File: src/rtl/multiword_serial_adder.sv
// Byte-serial adder for 8*WORDS-bit operands. One byte is summed per cycle
// (LSB first), and the ripple carry is held in a register between bytes.

module simple_8bit_adder (
    input  logic [7:0] a,
    input  logic [7:0] b,
    input  logic       cin,
    output logic [7:0] sum,
    output logic       cout
);
    logic [8:0] carry;

    assign carry[0] = cin;

    generate
        for (genvar gi = 0; gi < 8; gi++) begin : g_bit
            assign sum[gi]     = a[gi] ^ b[gi] ^ carry[gi];
            assign carry[gi+1] = (a[gi] & b[gi]) | (carry[gi] & (a[gi] ^ b[gi]));
        end
    endgenerate

    assign cout = carry[8];
endmodule

module multiword_serial_adder #(
    parameter int WORDS = 4
) (
    input  logic                 clk,
    input  logic                 rst,
    input  logic                 in_valid,
    output logic                 in_ready,
    input  logic [8*WORDS-1:0]   op_a,
    input  logic [8*WORDS-1:0]   op_b,
    input  logic                 op_cin,
    output logic                 out_valid,
    input  logic                 out_ready,
    output logic [8*WORDS-1:0]   result,
    output logic                 result_cout,
    output logic                 result_ovf,
    output logic                 busy
);
    localparam int W  = 8 * WORDS;
    localparam int IW = $clog2((WORDS > 2) ? WORDS : 2);
    localparam logic [IW-1:0] LAST_IDX = IW'(WORDS - 1);

    typedef enum logic [1:0] {
        IDLE = 2'd0,
        RUN  = 2'd1,
        DONE = 2'd2
    } state_t;

    state_t          state_reg, state_next;
    logic [W-1:0]    a_reg, b_reg;
    logic            c_reg;
    logic [IW-1:0]   idx_reg;
    logic [7:0]      res_bytes_reg [WORDS];
    logic            cout_reg, ovf_reg;

    logic [7:0]      byte_a, byte_b, byte_sum;
    logic            byte_cout;
    logic            last_byte;

    assign byte_a    = a_reg[8*idx_reg +: 8];
    assign byte_b    = b_reg[8*idx_reg +: 8];
    assign last_byte = (idx_reg == LAST_IDX);

    simple_8bit_adder u_adder (
        .a    (byte_a),
        .b    (byte_b),
        .cin  (c_reg),
        .sum  (byte_sum),
        .cout (byte_cout)
    );

    always_ff @(posedge clk) begin
        if (rst) begin
            state_reg <= IDLE;
        end else begin
            state_reg <= state_next;
        end
    end

    always_comb begin
        state_next = state_reg;
        case (state_reg)
            IDLE:    if (in_valid)  state_next = RUN;
            RUN:     if (last_byte) state_next = DONE;
            DONE:    if (out_ready) state_next = IDLE;
            default: state_next = IDLE;
        endcase
    end

    always_ff @(posedge clk) begin
        if (rst) begin
            a_reg    <= '0;
            b_reg    <= '0;
            c_reg    <= 1'b0;
            idx_reg  <= '0;
            cout_reg <= 1'b0;
            ovf_reg  <= 1'b0;
        end else begin
            case (state_reg)
                IDLE: begin
                    if (in_valid) begin
                        a_reg   <= op_a;
                        b_reg   <= op_b;
                        c_reg   <= op_cin;
                        idx_reg <= '0;
                    end
                end
                RUN: begin
                    c_reg <= byte_cout;
                    if (last_byte) begin
                        cout_reg <= byte_cout;
                        // Signed overflow: like-signed operands, differently signed sum.
                        ovf_reg  <= (a_reg[W-1] == b_reg[W-1]) && (byte_sum[7] != a_reg[W-1]);
                    end else begin
                        idx_reg <= idx_reg + 1'b1;
                    end
                end
                default: ;
            endcase
        end
    end

    generate
        for (genvar gi = 0; gi < WORDS; gi++) begin : g_res
            always_ff @(posedge clk) begin
                if (rst) begin
                    res_bytes_reg[gi] <= 8'h00;
                end else if (state_reg == RUN && idx_reg == IW'(gi)) begin
                    res_bytes_reg[gi] <= byte_sum;
                end
            end
            assign result[8*gi +: 8] = res_bytes_reg[gi];
        end
    endgenerate

    assign in_ready    = (state_reg == IDLE) && !rst;
    assign out_valid   = (state_reg == DONE);
    assign busy        = (state_reg != IDLE);
    assign result_cout = cout_reg;
    assign result_ovf  = ovf_reg;
endmodule

File: config.mk
export PLATFORM = sky130hd
export DESIGN_NAME = multiword_serial_adder
export DESIGN_NICKNAME = d
export VERILOG_FILES = /design/src/rtl/multiword_serial_adder.sv
export SDC_FILE = /design/constraint.sdc
export NUM_CORES = 1
export LEC_CHECK = 0
export ABC_AREA = 1
export CAP_MARGIN = 20
export CORE_UTILIZATION = 40
export CTS_CLUSTER_SIZE = 40
export DETAILED_ROUTE_END_ITERATION = 10
export PLACE_DENSITY = 0.75
export RECOVER_POWER = 25
export SLEW_MARGIN = 30
export SYNTH_ARGS = -nofsm -noshare
export SYNTH_HDL_FRONTEND = slang
export SYNTH_SLANG_ARGS = --single-unit
File: constraint.sdc
create_clock -name clk -period 10.9 [get_ports clk]
set_input_delay 1.635 -clock clk [delete_from_list [all_inputs] [get_ports clk]]
set_output_delay 1.635 -clock clk [all_outputs]
set_load 0.01 [all_outputs]
==> results of run 1 <==
## power groups by stage
stage	Sequential, uW	Combinational (uW)	Clock (uW)
floorplan	449	106	0
global placement	451	176	0
detailed placement	451	181	0
CTS	442	182	226
global route	446	201	242
finish	442	180	225
## critical path: stages (launching register included)
cell and delay [ns]:
sky130_fd_sc_hd__dfxtp_1 0.75, sky130_fd_sc_hd__inv_1 0.41, sky130_fd_sc_hd__o21ai_0 0.17, sky130_fd_sc_hd__o22ai_1 0.11, sky130_fd_sc_hd__fa_1 0.43, sky130_fd_sc_hd__fa_1 0.41, sky130_fd_sc_hd__fa_1 0.40, sky130_fd_sc_hd__fa_1 0.40
sky130_fd_sc_hd__fa_1 0.37, sky130_fd_sc_hd__inv_1 0.08, sky130_fd_sc_hd__fa_1 0.16, sky130_fd_sc_hd__inv_1 0.05, sky130_fd_sc_hd__fa_1 0.36, sky130_fd_sc_hd__inv_1 0.08, sky130_fd_sc_hd__fa_1 0.50, sky130_fd_sc_hd__nand3_1 0.12
sky130_fd_sc_hd__o21ai_0 0.08, sky130_fd_sc_hd__nand2_1 0.07, sky130_fd_sc_hd__nand2_1 0.04
## layer usage
layer  global-route usage [%]  vias to the layer above
met1                     23.4                     1681
met4                     6.36                        0
met3                     3.47                       19
met5                        0                        -
met2                     31.8                      140
li1                         -                     1894
## worst paths after layout
path	start	depth (start not counted)	endpoint	slack, ns
worst max-delay path	idx_reg[1]$_SDFFE_PP0P_	18	result_ovf$_SDFFE_PP0P_	5.79
worst min-delay path	b_reg[18]$_SDFFE_PP0P_	2	b_reg[18]$_SDFFE_PP0P_	0.49
worst max register to register	idx_reg[1]$_SDFFE_PP0P_	18	result_ovf$_SDFFE_PP0P_	5.79
worst min register to register	b_reg[18]$_SDFFE_PP0P_	2	b_reg[18]$_SDFFE_PP0P_	0.49
## final cells by class
| type | instances | area [sq um] | area share, % |
|---|---|---|---|
| clock inverters | 7 | 68.8 | 1.22 |
| well taps | 136 | 170 | 3.01 |
| inverters | 22 | 87.6 | 1.55 |
| multi-input cells | 371 | 1760 | 31.1 |
| flip-flops and latches | 103 | 2380 | 42.2 |
| repair buffers | 106 | 1060 | 18.7 |
| clock buffers | 9 | 124 | 2.19 |
## through the flow
| step | area [sq um] | util, % | cells | hold WS, ns | setup slack, ns |
|---|---|---|---|---|---|
| floorplan | 4410 | - | 526 | 0.449 | 6.58 |
| global placement | 5450 | 51.9 | 738 | 0.464 | 6.04 |
| detailed placement | 5450 | 51.9 | 738 | 0.469 | 5.86 |
| CTS | 5650 | 53.7 | 754 | 0.488 | 5.85 |
| global route | 5650 | 53.7 | 754 | 0.507 | 5.42 |
| finish | 5650 | 53.7 | 754 | 0.485 | 5.79 |
## cells in the final DEF (no fill, tap or decap), types with 4 or more instances in the layout
| cell type | count |
|---|---|
| sky130_fd_sc_hd__a21oi_1 | 8 |
| sky130_fd_sc_hd__clkbuf_8 | 9 |
| sky130_fd_sc_hd__clkdlybuf4s50_1 | 69 |
| sky130_fd_sc_hd__dfxtp_1 | 71 |
| sky130_fd_sc_hd__dlygate4sd3_1 | 36 |
| sky130_fd_sc_hd__edfxtp_1 | 32 |
| sky130_fd_sc_hd__fa_1 | 8 |
| sky130_fd_sc_hd__ha_1 | 4 |
| sky130_fd_sc_hd__inv_1 | 18 |
| sky130_fd_sc_hd__nand2_1 | 36 |
| sky130_fd_sc_hd__nand3_1 | 14 |
| sky130_fd_sc_hd__nor2_1 | 193 |
| sky130_fd_sc_hd__o21ai_0 | 46 |
| sky130_fd_sc_hd__o21ai_1 | 46 |
| sky130_fd_sc_hd__o22ai_1 | 12 |
## kinds of logic (layout without fill, tap and decap cells)
kind of cell             after synthesis  in the layout  synth area share (%)
AND/OR/NAND/NOR                      247            247                  22.0
adder cells (fa/ha/maj)               12             12                  4.76
buffers and inverters                 52            144                  6.21
flip-flops                           103            103                  54.0
AO/OA/AOI/OAI                        112            112                  13.0
==> PnR_summary.wiki, run 1 <==
{| class="wikitable"
! Metric !! Value
|-
| Final global-route overflow total || 0
|-
| Maximum clock rate || approximately 0.20 GHz
|-
| Violated checks || max-capacitance violations, max-slew violations
|-
| Number of enable-type register cells in the synthesized netlist || 32
|-
| Total nets after synthesis || 607
|-
| Number of clock buffers inserted by TritonCTS || 9
|-
| Number of filler cells placed in the layout || 969
|-
| Proportion of power drawn by flip-flops and latches || 52.2%
|-
| Port Buf Inserts || approximately 110
|-
| Proportion of netlist area held by the largest area contributor || 32.2%
|-
| Total Power Consumption || 847 uW
|-
| CP Class || reg -> reg
|-
| Kind of end point of the critical path || flop
|-
| Routed vias/inst || just under 5
|-
| Clock skew || 0.0102 ns
|-
| TritonCTS clock tree || yes
|-
| Crit-path max FO || 22
|-
| Seq/Total Area, Yosys || a little over half
|-
| Slew @ Worst Pin || around 2.1 ns
|-
| Half-perimeter wire length after detailed placement || 7560 um
|-
| Clock power frac || 26.6%
|-
| Switching part of the total power || 30.6%
|-
| Async set or reset register ratio after synthesis || 0%
|-
| Avg Synthesized Cell Area || 8.39 sq um
|-
| Static power due to leakage || 0.00228 uW
|-
| I/O pin count || 106
|-
| Area of the die || 11,500 sq um
|-
| Library cells used by synthesis || 24
|-
| Crit path launch type || flop
|-
| Worst Path Required || 11.16 ns
|-
| Final-report max-slew violation count || approximately 80
|-
| Top routing layer in use || met4
|-
| Total power per unit cell area || 150 nW/um^2
|-
| Commonest cells in the netlist || sky130_fd_sc_hd__nor2_1, sky130_fd_sc_hd__dfxtp_1, sky130_fd_sc_hd__o21ai_1
|-
| Largest cells by area after synthesis || sky130_fd_sc_hd__dfxtp_1, sky130_fd_sc_hd__edfxtp_1, sky130_fd_sc_hd__nor2_1
|-
| Psw || 259 uW
|-
| Routed met2 length || 4760 um
|-
| Final setup fails || 0
|-
| Number of nets at the end of the flow || 694
|-
| CTS Sinks || 103
|-
| Internal portion of total power || 588 uW
|-
| Relative contribution of combinational cells to total power || 21.2%
|-
| Drt wl/cell || 13.4 um
|-
| H-tree levels || 3
|-
| Clock period minus worst slack || roughly 5.1 ns
|-
| Vias || 3,734
|-
| Hold-fix buffers at CTS || 0
|-
| Total setup buffers inserted after CTS || 0
|-
| Post-route met1 wirelength || 4480 um
|-
| Critical path data arrival time || 5.37 ns
|-
| First-pass GRT wire length || 16,500 um
|-
| Clock slew seen by the registers of the worst setup and hold paths || approximately 0.10 ns
|-
| Number of global-route vias before repair || 3,521
|-
| Leading register cell type out of synthesis || sky130_fd_sc_hd__dfxtp_1
|-
| Router iterations before antenna repair || 6
|-
| Maximum number of pins on one net before global-route repair || a little under 80
|-
| Maximum buffer depth of the clock tree || 2
|-
| Post-detailed-route count of antenna-violating nets || 0
|-
| Ratio of final minimum period to clock period || 46.8%
|-
| Clock latency at the later pin of the worst-skew pair || between 0.3 and 0.4 ns
|-
| Max-Cap Viols || 1
|-
| Post-Route Setup TNS || 0 ns
|-
| Most common cell in the synthesized netlist || sky130_fd_sc_hd__nor2_1
|-
| Synth Warn # || 0
|-
| Mapped Cells || 526
|-
| Post-cts gate resize count || 0
|-
| Die Width || approximately 110 um
|-
| Initial DRC Count || approximately 180
|-
| Post-synthesis register bit count || 103
|-
| Number of remaining DRC errors || 0
|-
| Max rail drop VDD || 0.0728 mV
|-
| Overall routed net length || 10,100 um
|-
| Area Growth Syn to Fin || 28.0%
|-
| Antenna violations before repair || 0
|-
| Routability cong. || between 0.8 and 0.9
|-
| Core region area || 10,500 sq um
|-
| Syn Std Cell Area || around 4400 sq um
|-
| Result of the run || finished, violations left
|-
| Root Buffer Master || sky130_fd_sc_hd__clkbuf_8
|-
| Count of endpoints failing hold in the final timing report || 0
|-
| Ant. Diodes || 0
|-
| GRT Util Overall || 18.5%
|-
| Starting utilization of the core area || 42.0%
|-
| Slew margin rel. || -41.6%
|-
| Setup repair after global routing missed its margin || false
|-
| Min-delay worst type || reg -> reg
|-
| Die H || 107 um
|-
| Share of layout cells above drive strength 1 || under 10%
|-
| Detailed-routed wire length on met3 || 639 um
|-
| Cell type with the highest aggregate area in the netlist || sky130_fd_sc_hd__dfxtp_1
|-
| Cell Rows || 37
|}
(Power assumes the default switching activity.)
==> run 2: changes to the inputs <==
PLACE_DENSITY = 0.77   (was 0.75)
clock period = 4.65 ns   (was 10.9 ns; I/O delays follow)
==> PnR_summary.wiki, run 2 (synthesis results as in run 1) <==
{| class="wikitable"
! Metric !! Value
|-
| Core region area || 10,500 sq um (unchanged)
|-
| Number of nets at the end of the flow || 700 (+0.86%)
|-
| Cell type with the highest occurrence count on the critical path || sky130_fd_sc_hd__fa_1
|-
| First-pass GRT wire length || 16,800 um (+2.3%)
|-
| Final global-route overflow total || 0 (unchanged)
|-
| Share of layout cells above drive strength 1 || 5.13% (+1.2 points)
|-
| Die H || 107 um (unchanged)
|-
| Slew margin rel. || -29.6% (+12 points)
|-
| Half-perimeter wire length after detailed placement || 8040 um (+6.3%)
|-
| H-tree levels || 3 (unchanged)
|-
| Result of the run || finished, violations left
|-
| Commonest non-fill, non-tap cell in the layout || sky130_fd_sc_hd__nor2_1
|-
| Post-Route Setup TNS || 0 ns (unchanged)
|-
| Total power per unit cell area || 353 nW/um^2 (+140%)
|-
| CP cell instances || inv_4 > o21ai_0 > o22ai_1 > fa_1 > fa_1 > fa_1 > fa_1 > fa_1 > inv_1 > fa_1 > inv_1 > fa_1 > inv_1 > fa_2 > nand3_1 > o21ai_0 > nand2_1 > nand2_1
|-
| Worst Path Required || 4.93 ns (-6.23 ns)
|-
| Count of endpoints failing hold in the final timing report || 0 (unchanged)
|-
| Top Family by Delay on Critical Path || adder cells
|-
| Routed vias/inst || 4.95 (-0.13%)
|-
| Clock latency at the later pin of the worst-skew pair || 0.37 ns (about the same)
|-
| Router iterations before antenna repair || 4 (-2)
|-
| Vias || 3,759 (+0.67%)
|-
| CTS Sinks || 103 (unchanged)
|-
| Initial DRC Count || 165 (-6.3%)
|-
| Total cell area at the placement stage || 5480 sq um (+0.55%)
|-
| Final worst setup slack || 0.274 ns (-5.52 ns)
|-
| Final-report max-slew violation count || 65 (-17%)
|-
| Cell Rows || 37 (unchanged)
|-
| Hold-fix buffers at CTS || 0 (unchanged)
|-
| Die Width || 107 um (unchanged)
|-
| Worst setup timing slack at the placement stage || -0.00155 ns (-5.87 ns)
|-
| Buf/Inv on CP || 4 (unchanged)
|-
| Number of remaining DRC errors || 0 (unchanged)
|-
| Most frequent cells in the layout || sky130_fd_sc_hd__nor2_1, sky130_fd_sc_hd__dfxtp_1, sky130_fd_sc_hd__clkdlybuf4s50_1
|-
| Crit path launch type || flop
|-
| Root Buffer Master || sky130_fd_sc_hd__clkbuf_8
|-
| Routability cong. || 0.901 (+4.5%)
|-
| Maximum single-stage delay on the critical path || 0.48 ns (-0.27 ns)
|-
| Drt wl/cell || 13.9 um (+4.0%)
|-
| GRT Util Overall || 19.1% (+0.59 points)
|-
| Crit-path max FO || 18 (-18%)
|-
| Post-detailed-route count of antenna-violating nets || 0 (unchanged)
|-
| Setup repair after global routing missed its margin || false
|-
| Overall routed net length || 10,600 um (+4.9%)
|-
| Max rail drop VDD || 0.203 mV (+180%)
|-
| Cell type of the slowest stage on the worst timing path || sky130_fd_sc_hd__fa_2
|-
| Maximum number of pins on one net before global-route repair || 78 (unchanged)
|-
| Static power due to leakage || 0.00232 uW (+1.5%)
|-
| Max-Cap Viols || 1 (unchanged)
|-
| Starting utilization of the core area || 42.0% (unchanged)
|-
| Area of the die || 11,500 sq um (unchanged)
|-
| CP Class || reg -> reg
|-
| Min-delay worst type || reg -> reg
|-
| Maximum clock rate || 0.229 GHz (+17%)
|-
| Number of clock buffers inserted by TritonCTS || 9 (unchanged)
|-
| Area Growth Syn to Fin || 29.2%
|-
| Violated checks || max-capacitance violations, max-slew violations
|-
| Maximum buffer depth of the clock tree || 2 (unchanged)
|-
| Post-route cell area || 5700 sq um (+0.93%)
|-
| Clock period minus worst slack || 4.38 ns (-0.730 ns)
|-
| Clock skew || 0.0156 ns (+0.00538 ns)
|-
| Antenna violations before repair || 0 (unchanged)
|-
| Port Buf Inserts || 105 (unchanged)
|-
| Clock slew seen by the registers of the worst setup and hold paths || 0.11 ns (about the same)
|-
| Ratio of final minimum period to clock period || 94.1% (+47 points)
|-
| Critical path data arrival time || 4.65 ns (-0.72 ns)
|-
| Number of global-route vias before repair || 3,657 (+3.9%)
|-
| Number of filler cells placed in the layout || 971 (+0.21%)
|-
| TritonCTS clock tree || yes
|-
| Kind of end point of the critical path || flop
|-
| Ant. Diodes || 0 (unchanged)
|-
| I/O pin count || 106 (unchanged)
|-
| Final setup fails || 0 (unchanged)
|-
| Slew @ Worst Pin || 1.93 ns (-0.180 ns)
|}
## run 2: cell types whose count changed in the layout (fill, tap and decap cells not counted), sizes merged
cell | before | now
clkbuf | 9 | 10
clkinv | 4 | 5
clkinvlp | 3 | 2
buf | 1 | 6
## run 2: where the power goes
group          switching [uW]  internal, uW
combinational             251           185
clock                     330           208
sequential               40.4           997
total                     622          1390
## run 2: timing repair
item | in CTS | in global routing
buffers inserted | 0 | 2
gates resized for setup | 1 | 7
setup endpoints to repair | 1 | 5
## run 2: cell type report
class	instances	area, sq um	area share (%)
clock buffers	9	124	2.17
clock inverters	7	67.6	1.19
inverters	22	88.8	1.56
multi-input cells	371	1760	30.8
flip-flops and latches	103	2390	41.9
well taps	136	170	2.99
repair buffers	112	1100	19.3
## run 2: layer usage
layer / GRT usage, % / share of wire [%] / routed length [um]
met1: 22.8 / 43 / 4540
met2: 33.8 / 50 / 5230
met3: 4.80 / 5.7 / 601
met4: 5.68 / 1.7 / 177
met5: 0 / 0 / 0
## run 2: path summary, 6_finish.rpt
path / slack [ns] / start / cells past startpoint / to
setup / recovery: 0.27 / idx_reg[0]$_SDFFE_PP0P_ / 18 / result_ovf$_SDFFE_PP0P_
hold / removal: 0.49 / a_reg[2]$_SDFFE_PP0P_ / 2 / a_reg[2]$_SDFFE_PP0P_
setup reg to reg: 0.27 / idx_reg[0]$_SDFFE_PP0P_ / 18 / result_ovf$_SDFFE_PP0P_
hold reg to reg: 0.49 / a_reg[2]$_SDFFE_PP0P_ / 2 / a_reg[2]$_SDFFE_PP0P_
## run 2: per-stage QoR
step	utilization (%)	std cells	hold slack (ns)	power (uW)
after floorplan	-	526	0.449	1300
after global placement	52.2	742	0.470	1470
after detailed placement	52.2	742	0.477	1490
after CTS	54.0	758	0.496	2010
after global routing	54.2	760	0.512	2100
final	54.2	760	0.494	2010
## run 2: worst reg2reg max path, stage by stage (launching register included)
cell and delay, ns:
sky130_fd_sc_hd__dfxtp_4 0.40, sky130_fd_sc_hd__inv_4 0.09, sky130_fd_sc_hd__o21ai_0 0.18, sky130_fd_sc_hd__o22ai_1 0.13, sky130_fd_sc_hd__fa_1 0.41, sky130_fd_sc_hd__fa_1 0.40
sky130_fd_sc_hd__fa_1 0.40, sky130_fd_sc_hd__fa_1 0.40, sky130_fd_sc_hd__fa_1 0.38, sky130_fd_sc_hd__inv_1 0.08, sky130_fd_sc_hd__fa_1 0.15, sky130_fd_sc_hd__inv_1 0.05
sky130_fd_sc_hd__fa_1 0.36, sky130_fd_sc_hd__inv_1 0.08, sky130_fd_sc_hd__fa_2 0.48, sky130_fd_sc_hd__nand3_1 0.10, sky130_fd_sc_hd__o21ai_0 0.07, sky130_fd_sc_hd__nand2_1 0.07
sky130_fd_sc_hd__nand2_1 0.04
